### config.mk
export PLATFORM = sky130hd
export DESIGN_NAME = gru_hidden_update
export DESIGN_NICKNAME = d
export VERILOG_FILES = /design/src/rtl/gru_fx_pkg.sv /design/src/rtl/gru_state_ram.sv /design/src/rtl/gru_hidden_update.sv
export SDC_FILE = /design/constraint.sdc
export NUM_CORES = 1
export LEC_CHECK = 0
export CAP_MARGIN = 20
export CORE_ASPECT_RATIO = 1.5
export CORE_UTILIZATION = 44
export DETAILED_ROUTE_END_ITERATION = 10
export MAX_ROUTING_LAYER = met4
export SYNTH_ARGS = -nofsm -noshare
export SYNTH_HDL_FRONTEND = slang
export SYNTH_SLANG_ARGS = --single-unit
### constraint.sdc
create_clock -name clk -period 18.9 [get_ports clk]
set_input_delay 1.89 -clock clk [delete_from_list [all_inputs] [get_ports clk]]
set_output_delay 1.89 -clock clk [all_outputs]
set_load 0.01 [all_outputs]
### src/rtl/gru_fx_pkg.sv
// Signed fixed-point helpers for the GRU hidden-state update.
// Arithmetic is done in a 64-bit signed container and then saturated to a
// caller-supplied word width. Supports word widths up to 32 bits and
// FRAC_WIDTH >= 1.
package gru_fx_pkg;

    typedef logic signed [63:0] fx_wide_t;

    // Default Q8.8 format: 8 integer bits, 8 fraction bits, 1 sign bit
    localparam int       FX_INT_W  = 8;
    localparam int       FX_FRAC_W = 8;
    localparam int       FX_W      = FX_INT_W + FX_FRAC_W + 1;
    localparam fx_wide_t ONE       = 64'sd1 <<< FX_FRAC_W;
    localparam fx_wide_t FX_MAX    = (64'sd1 <<< (FX_W - 1)) - 64'sd1;
    localparam fx_wide_t FX_MIN    = -(64'sd1 <<< (FX_W - 1));

    function automatic fx_wide_t fx_one(input int frac_w);
        return 64'sd1 <<< frac_w;
    endfunction

    function automatic fx_wide_t fx_max(input int w);
        return (64'sd1 <<< (w - 1)) - 64'sd1;
    endfunction

    function automatic fx_wide_t fx_min(input int w);
        return -(64'sd1 <<< (w - 1));
    endfunction

    function automatic fx_wide_t fx_clamp(input fx_wide_t v, input fx_wide_t lo,
                                          input fx_wide_t hi);
        fx_wide_t r;
        r = v;
        if (v > hi) r = hi;
        else if (v < lo) r = lo;
        return r;
    endfunction

    function automatic fx_wide_t fx_sat(input fx_wide_t v, input int w);
        return fx_clamp(v, fx_min(w), fx_max(w));
    endfunction

    // Full product, drop FRAC bits, round half up using the highest dropped bit
    function automatic fx_wide_t fx_mult(input fx_wide_t a, input fx_wide_t b,
                                         input int w, input int frac_w);
        fx_wide_t p;
        fx_wide_t r;
        p = a * b;
        r = (p >>> frac_w) + ((p >>> (frac_w - 1)) & 64'sd1);
        return fx_sat(r, w);
    endfunction

    function automatic fx_wide_t sat_add(input fx_wide_t a, input fx_wide_t b, input int w);
        return fx_sat(a + b, w);
    endfunction

    function automatic fx_wide_t sat_sub(input fx_wide_t a, input fx_wide_t b, input int w);
        return fx_sat(a - b, w);
    endfunction

endpackage

### src/rtl/gru_state_ram.sv
// Hidden-state storage: DEPTH x WIDTH, async read, sync write, sync clear.
module gru_state_ram #(
    parameter int WIDTH = 17,
    parameter int DEPTH = 16,
    parameter int AW    = $clog2(DEPTH)
) (
    input  logic             clk,
    input  logic             reset_n,
    input  logic             i_clr,
    input  logic             i_we,
    input  logic [AW-1:0]    i_waddr,
    input  logic [WIDTH-1:0] i_wdata,
    input  logic [AW-1:0]    i_raddr,
    output logic [WIDTH-1:0] o_rdata
);

    logic [DEPTH-1:0][WIDTH-1:0] r_mem;

    assign o_rdata = r_mem[i_raddr];

    // Clear wins over a same-cycle write so a cleared timestep starts from zero
    always_ff @(posedge clk or negedge reset_n) begin
        if (!reset_n)    r_mem <= '0;
        else if (i_clr)  r_mem <= '0;
        else if (i_we)   r_mem[i_waddr] <= i_wdata;
    end

endmodule

### src/rtl/gru_hidden_update.sv
// GRU hidden-state update: h_new = (1-z)*n + z*h_old, one element per cycle,
// two pipeline stages. Define GRU_HIDDEN_CLAMP_EN to clamp z to [0,ONE] and
// n to [-ONE,ONE] before the first stage.
module gru_hidden_update
    import gru_fx_pkg::*;
#(
    parameter int INT_WIDTH  = 8,
    parameter int FRAC_WIDTH = 8,
    parameter int WIDTH      = INT_WIDTH + FRAC_WIDTH + 1,
    parameter int HIDDEN     = 16
) (
    input  logic                      clk,
    input  logic                      reset_n,
    input  logic                      h_clear,
    input  logic                      in_valid,
    output logic                      in_ready,
    input  logic [WIDTH-1:0]          in_z,
    input  logic [WIDTH-1:0]          in_n,
    output logic                      out_valid,
    input  logic                      out_ready,
    output logic [WIDTH-1:0]          out_h,
    output logic [$clog2(HIDDEN)-1:0] out_idx,
    output logic                      out_last
);

    localparam int            AW       = $clog2(HIDDEN);
    localparam logic [AW-1:0] LAST_IDX = AW'(HIDDEN - 1);

    logic             r_run;
    logic [AW-1:0]    r_idx;
    logic             r_s1_vld;
    logic [WIDTH-1:0] r_s1_d, r_s1_z, r_s1_n;
    logic [AW-1:0]    r_s1_idx;
    logic             r_s2_vld;
    logic [WIDTH-1:0] r_s2_h;
    logic [AW-1:0]    r_s2_idx;
    logic             r_s2_last;

    logic             w_adv, w_acc, w_we;
    logic [WIDTH-1:0] w_z, w_n, w_h_old, w_d, w_h_new;

    // Whole pipeline moves as one; a stalled output freezes both stages
    assign w_adv    = !r_s2_vld || out_ready;
    assign in_ready = r_run && w_adv && !h_clear;
    assign w_acc    = in_valid && in_ready;

`ifdef GRU_HIDDEN_CLAMP_EN
    assign w_z = WIDTH'(fx_clamp(fx_wide_t'($signed(in_z)), 64'sd0, fx_one(FRAC_WIDTH)));
    assign w_n = WIDTH'(fx_clamp(fx_wide_t'($signed(in_n)), -fx_one(FRAC_WIDTH),
                                 fx_one(FRAC_WIDTH)));
`else
    assign w_z = in_z;
    assign w_n = in_n;
`endif

    assign w_d     = WIDTH'(sat_sub(fx_wide_t'($signed(w_h_old)), fx_wide_t'($signed(w_n)), WIDTH));
    assign w_h_new = WIDTH'(sat_add(fx_wide_t'($signed(r_s1_n)),
                                    fx_mult(fx_wide_t'($signed(r_s1_z)),
                                            fx_wide_t'($signed(r_s1_d)), WIDTH, FRAC_WIDTH),
                                    WIDTH));

    // State is written back as the result enters S2; the next read of the same
    // index is at least HIDDEN accepts later, so no forwarding is needed
    assign w_we = w_adv && r_s1_vld && !h_clear;

    gru_state_ram #(
        .WIDTH (WIDTH),
        .DEPTH (HIDDEN),
        .AW    (AW)
    ) u_ram (
        .clk     (clk),
        .reset_n (reset_n),
        .i_clr   (h_clear),
        .i_we    (w_we),
        .i_waddr (r_s1_idx),
        .i_wdata (w_h_new),
        .i_raddr (r_idx),
        .o_rdata (w_h_old)
    );

    // Hold off input for the first cycle after reset release
    always_ff @(posedge clk or negedge reset_n) begin
        if (!reset_n) r_run <= 1'b0;
        else          r_run <= 1'b1;
    end

    // S1: capture h_old - n plus operands, advance the element index
    always_ff @(posedge clk or negedge reset_n) begin
        if (!reset_n) begin
            r_idx    <= '0;
            r_s1_vld <= 1'b0;
            r_s1_d   <= '0;
            r_s1_z   <= '0;
            r_s1_n   <= '0;
            r_s1_idx <= '0;
        end else if (h_clear) begin
            r_idx    <= '0;
            r_s1_vld <= 1'b0;
        end else if (w_adv) begin
            r_s1_vld <= w_acc;
            if (w_acc) begin
                r_s1_d   <= w_d;
                r_s1_z   <= w_z;
                r_s1_n   <= w_n;
                r_s1_idx <= r_idx;
                r_idx    <= (r_idx == LAST_IDX) ? '0 : r_idx + 1'b1;
            end
        end
    end

    // S2: output register, held while the consumer stalls
    always_ff @(posedge clk or negedge reset_n) begin
        if (!reset_n) begin
            r_s2_vld  <= 1'b0;
            r_s2_h    <= '0;
            r_s2_idx  <= '0;
            r_s2_last <= 1'b0;
        end else if (h_clear) begin
            r_s2_vld  <= 1'b0;
        end else if (w_adv) begin
            r_s2_vld <= r_s1_vld;
            if (r_s1_vld) begin
                r_s2_h    <= w_h_new;
                r_s2_idx  <= r_s1_idx;
                r_s2_last <= (r_s1_idx == LAST_IDX);
            end
        end
    end

    assign out_valid = r_s2_vld;
    assign out_h     = r_s2_h;
    assign out_idx   = r_s2_idx;
    assign out_last  = r_s2_last;

endmodule

==> flow_summary.json <==
{
  "grt_antenna_before_repair": 3,
  "routabilityCongestion": 0.953,
  "port-buffer-count": 62,
  "boundaryPins": 63,
  "grt_pass1_vias": 29559,
  "synth_seq_area_share_pct": 26.6,
  "slowest_stage": "fa_1",
  "initial_utilization_pct": 44.6,
  "placed_cells_incl_taps": 4823,
  "routed-via-count": 28934,
  "synthArstFlopShare_pct": 100,
  "horizontal_die_dimension_um": 227,
  "clock_tree.root_cell": "clkbuf_16",
  "fin_worst_skew_ps": 55.6,
  "finish.net_count": 4336,
  "synth_enable_flop_cells": 0,
  "max_cap_viol_count": 0,
  "worst_path_largest_cell_delay_ps": 750,
  "rsz0062_at_grt": "false",
  "fin_cells": 4900,
  "relSlewSlack_pct": 24.6,
  "setup_tns_ps": 0,
  "final_min_period_over_clock_period_pct": 80.0,
  "reg2reg_slack_ps": 3780,
  "max_slew.worst_pin.slew_ps": 1130,
  "mappedNetlistNets": 4434,
  "mostFrequentLayoutCell": "nand2_1",
  "buf_inv_on_cp": 4,
  "start_kind": "register",
  "cts.sink_count": 356,
  "cp_max_fo": 21,
  "design.core.area_um2": 75300,
  "path_delay_family": "adder cells",
  "maxClockFrequency_mhz": 66.1,
  "synth_top_family_by_area": "adder cells",
  "postCtsHoldBufs": 0,
  "clock_insertion_delay_worst_skew_ps": 630,
  "critical_path_depth": 42,
  "synthesis.yosys.warnings": 0,
  "worst-setup-path-type": "reg -> reg",
  "maxSlewViolCount": 0,
  "cp.required_ps": 19390,
  "postCtsSetupBuffers": 0,
  "cts-htree-levels": 2,
  "signal_arrival_time_at_the_worst_endpoint_ps": 15610,
  "r2r_cells": 42,
  "floorplan.rows": 123,
  "post_route_wl_um": 112000,
  "finalHoldViolCount": 0,
  "yosysTopAreaCell": "dfrtp_1",
  "design.die.area_um2": 77400,
  "layout_area_overhead_pct": 8.49,
  "grt_start_max_net_pins": 179,
  "synthesis.instances": 3963,
  "grt_first_pass_wirelength_um": 175000,
  "drc": 0,
  "crit_top_cell": "fa_1",
  "synth_top_area_share_pct": 26.6,
  "cts_inserted_buffers": 40,
  "most-common-layout-cells": "nand2_1, inv_1, dfrtp_1",
  "syn_area_um2": 33500,
  "clock_tree.buffer_depth": 3,
  "setup.worst_path.start": "r_s1_d[16]$_DFFE_PN0P_",
  "synth_flop_type": "dfrtp_1",
  "end_kind": "register",
  "synth-xor-area-share_pct": 2.27,
  "chipHeight_um": 340,
  "drt_iter0_drc": 2190,
  "global_routing_usage_summed_across_all_routing_layers_pct": 30.6,
  "netlist-cell-type-count": 88,
  "drt-wirelength-per-cell_um": 22.9,
  "post-route-min-period_ps": 15120,
  "place_hpwl_um": 78300,
  "synth-simple-area-share_pct": 18.2,
  "syn_area_per_cell_um2": 8.46,
  "synthesized_area_fraction_occupied_by_adder_cells_pct": 22.9,
  "firstDrtPassIters": 6,
  "outcome": "complete, no violations",
  "finalSetupViolCount": 0,
  "synth_compound_gate_area_share_pct": 18.3,
  "hold_path_class": "reg -> reg",
  "ant_nets": 0,
  "cp-endpoint": "out_h[13]$_DFFE_PN0P_",
  "cts_tree": "yes",
  "via_per_inst": 5.90,
  "synth_mux_area_share_pct": 4.50,
  "global_route.overflow_total": 0,
  "ys_top_cells_by_area": "dfrtp_1, fa_1, nand2_1",
  "crit-reg2reg-capture": "out_h[13]$_DFFE_PN0P_",
  "worst_hold_margin_ps": 474,
  "worst_setup_hold_path_clk_slew_ps": 70,
  "final_layout_size_suffix_gt1_share_pct": 5.70,
  "worst_r2r_startpoint": "r_s1_d[16]$_DFFE_PN0P_",
  "postSynthRegisterBits": 356,
  "cts_resized": 0
}
cell usage after synthesis, types with 23 or more instances:
cell type and number:
fa_1 303, mux4_2 34, a22oi_1 49, and2_1 147
nand4_1 25, dfrtp_1 356, nor2_1 100, ha_1 129
a21o_1 35, a21oi_1 187, nand2_1 908, inv_1 381
mux2i_1 62, xnor2_1 64, o31ai_1 77, nand3_1 31
o21ai_0 309, xor2_1 23, a31oi_1 132, clkbuf_1 219
kinds of logic after synthesis:
| logic type | Yosys count |
|---|---|
| AND/OR/NAND/NOR | 1364 |
| XOR/XNOR | 87 |
| AO/OA/AOI/OAI | 978 |
| flip-flops | 356 |
| multiplexers | 107 |
| other | 1 |
| adder cells (fa/ha/maj) | 432 |
| buffers and inverters | 638 |
layout make-up:
| type | count | area (um^2) |
|---|---|---|
| Timing Repair Buffer | 117 | 1060 |
| Tap cell | 1000 | 1250 |
| Clock buffer | 61 | 1200 |
| Clock inverter | 13 | 171 |
| Antenna cell | 3 | 7.51 |
| Multi-Input combinational cell | 2969 | 22400 |
| Sequential cell | 356 | 8910 |
| Fill cell | 7257 | 38900 |
| Inverter | 381 | 1430 |
flip-flops by register name, indices dropped and copies added (netlist names), 4 cells and up:
| name | flops |
|---|---|
| r_s1_idx | 4 |
| out_h | 17 |
| u_ram.r_mem | 272 |
| r_s1_z | 17 |
| r_s1_d | 17 |
| r_s1_n | 17 |
| out_idx | 4 |
| r_idx | 4 |
per-layer routing:
metal  global-route usage (%)  routed length, um  vias up
li1                         -                  -    13180
met1                     34.6              42200    14436
met4                     17.3               7060        0
met5                        -                  0        -
met2                     52.3              57700      971
met3                     3.30               5150      347
worst min-delay path, delay by kind of cell, from the launching register on:
| kind | cells | cell delay (ps) |
|---|---|---|
| AO/OA/AOI/OAI | 1 | 50 |
| flip-flops | 1 | 340 |
| AND/OR/NAND/NOR | 1 | 50 |
worst min path at each step:
| stage | cells past startpoint | from | to | slack, ps |
|---|---|---|---|---|
| 3_3_place_gp | 2 | u_ram.r_mem[44]$_DFFE_PN0P_ | u_ram.r_mem[44]$_DFFE_PN0P_ | 460 |
| 3_5_place_dp | 2 | u_ram.r_mem[44]$_DFFE_PN0P_ | u_ram.r_mem[44]$_DFFE_PN0P_ | 460 |
| 2_1_floorplan | 2 | u_ram.r_mem[175]$_DFFE_PN0P_ | u_ram.r_mem[175]$_DFFE_PN0P_ | 440 |
| 4_1_cts | 2 | u_ram.r_mem[44]$_DFFE_PN0P_ | u_ram.r_mem[44]$_DFFE_PN0P_ | 470 |
| 6_report | 2 | u_ram.r_mem[44]$_DFFE_PN0P_ | u_ram.r_mem[44]$_DFFE_PN0P_ | 470 |
| 5_1_grt | 2 | u_ram.r_mem[243]$_DFFE_PN0P_ | u_ram.r_mem[243]$_DFFE_PN0P_ | 500 |
through the flow:
step / setup slack (ps) / util [%] / cell area [um^2]
after CTS: 3820 / 48.3 / 36400
final: 3780 / 48.4 / 36400
after detailed placement: 3980 / 46.5 / 35000
after global routing: 2810 / 48.4 / 36400
after global placement: 3990 / 46.5 / 35000
after floorplan: 6160 / - / 33500
Power is not shown: default switching activity piles up to over one toggle a cycle in this logic, so the estimate is an artifact.
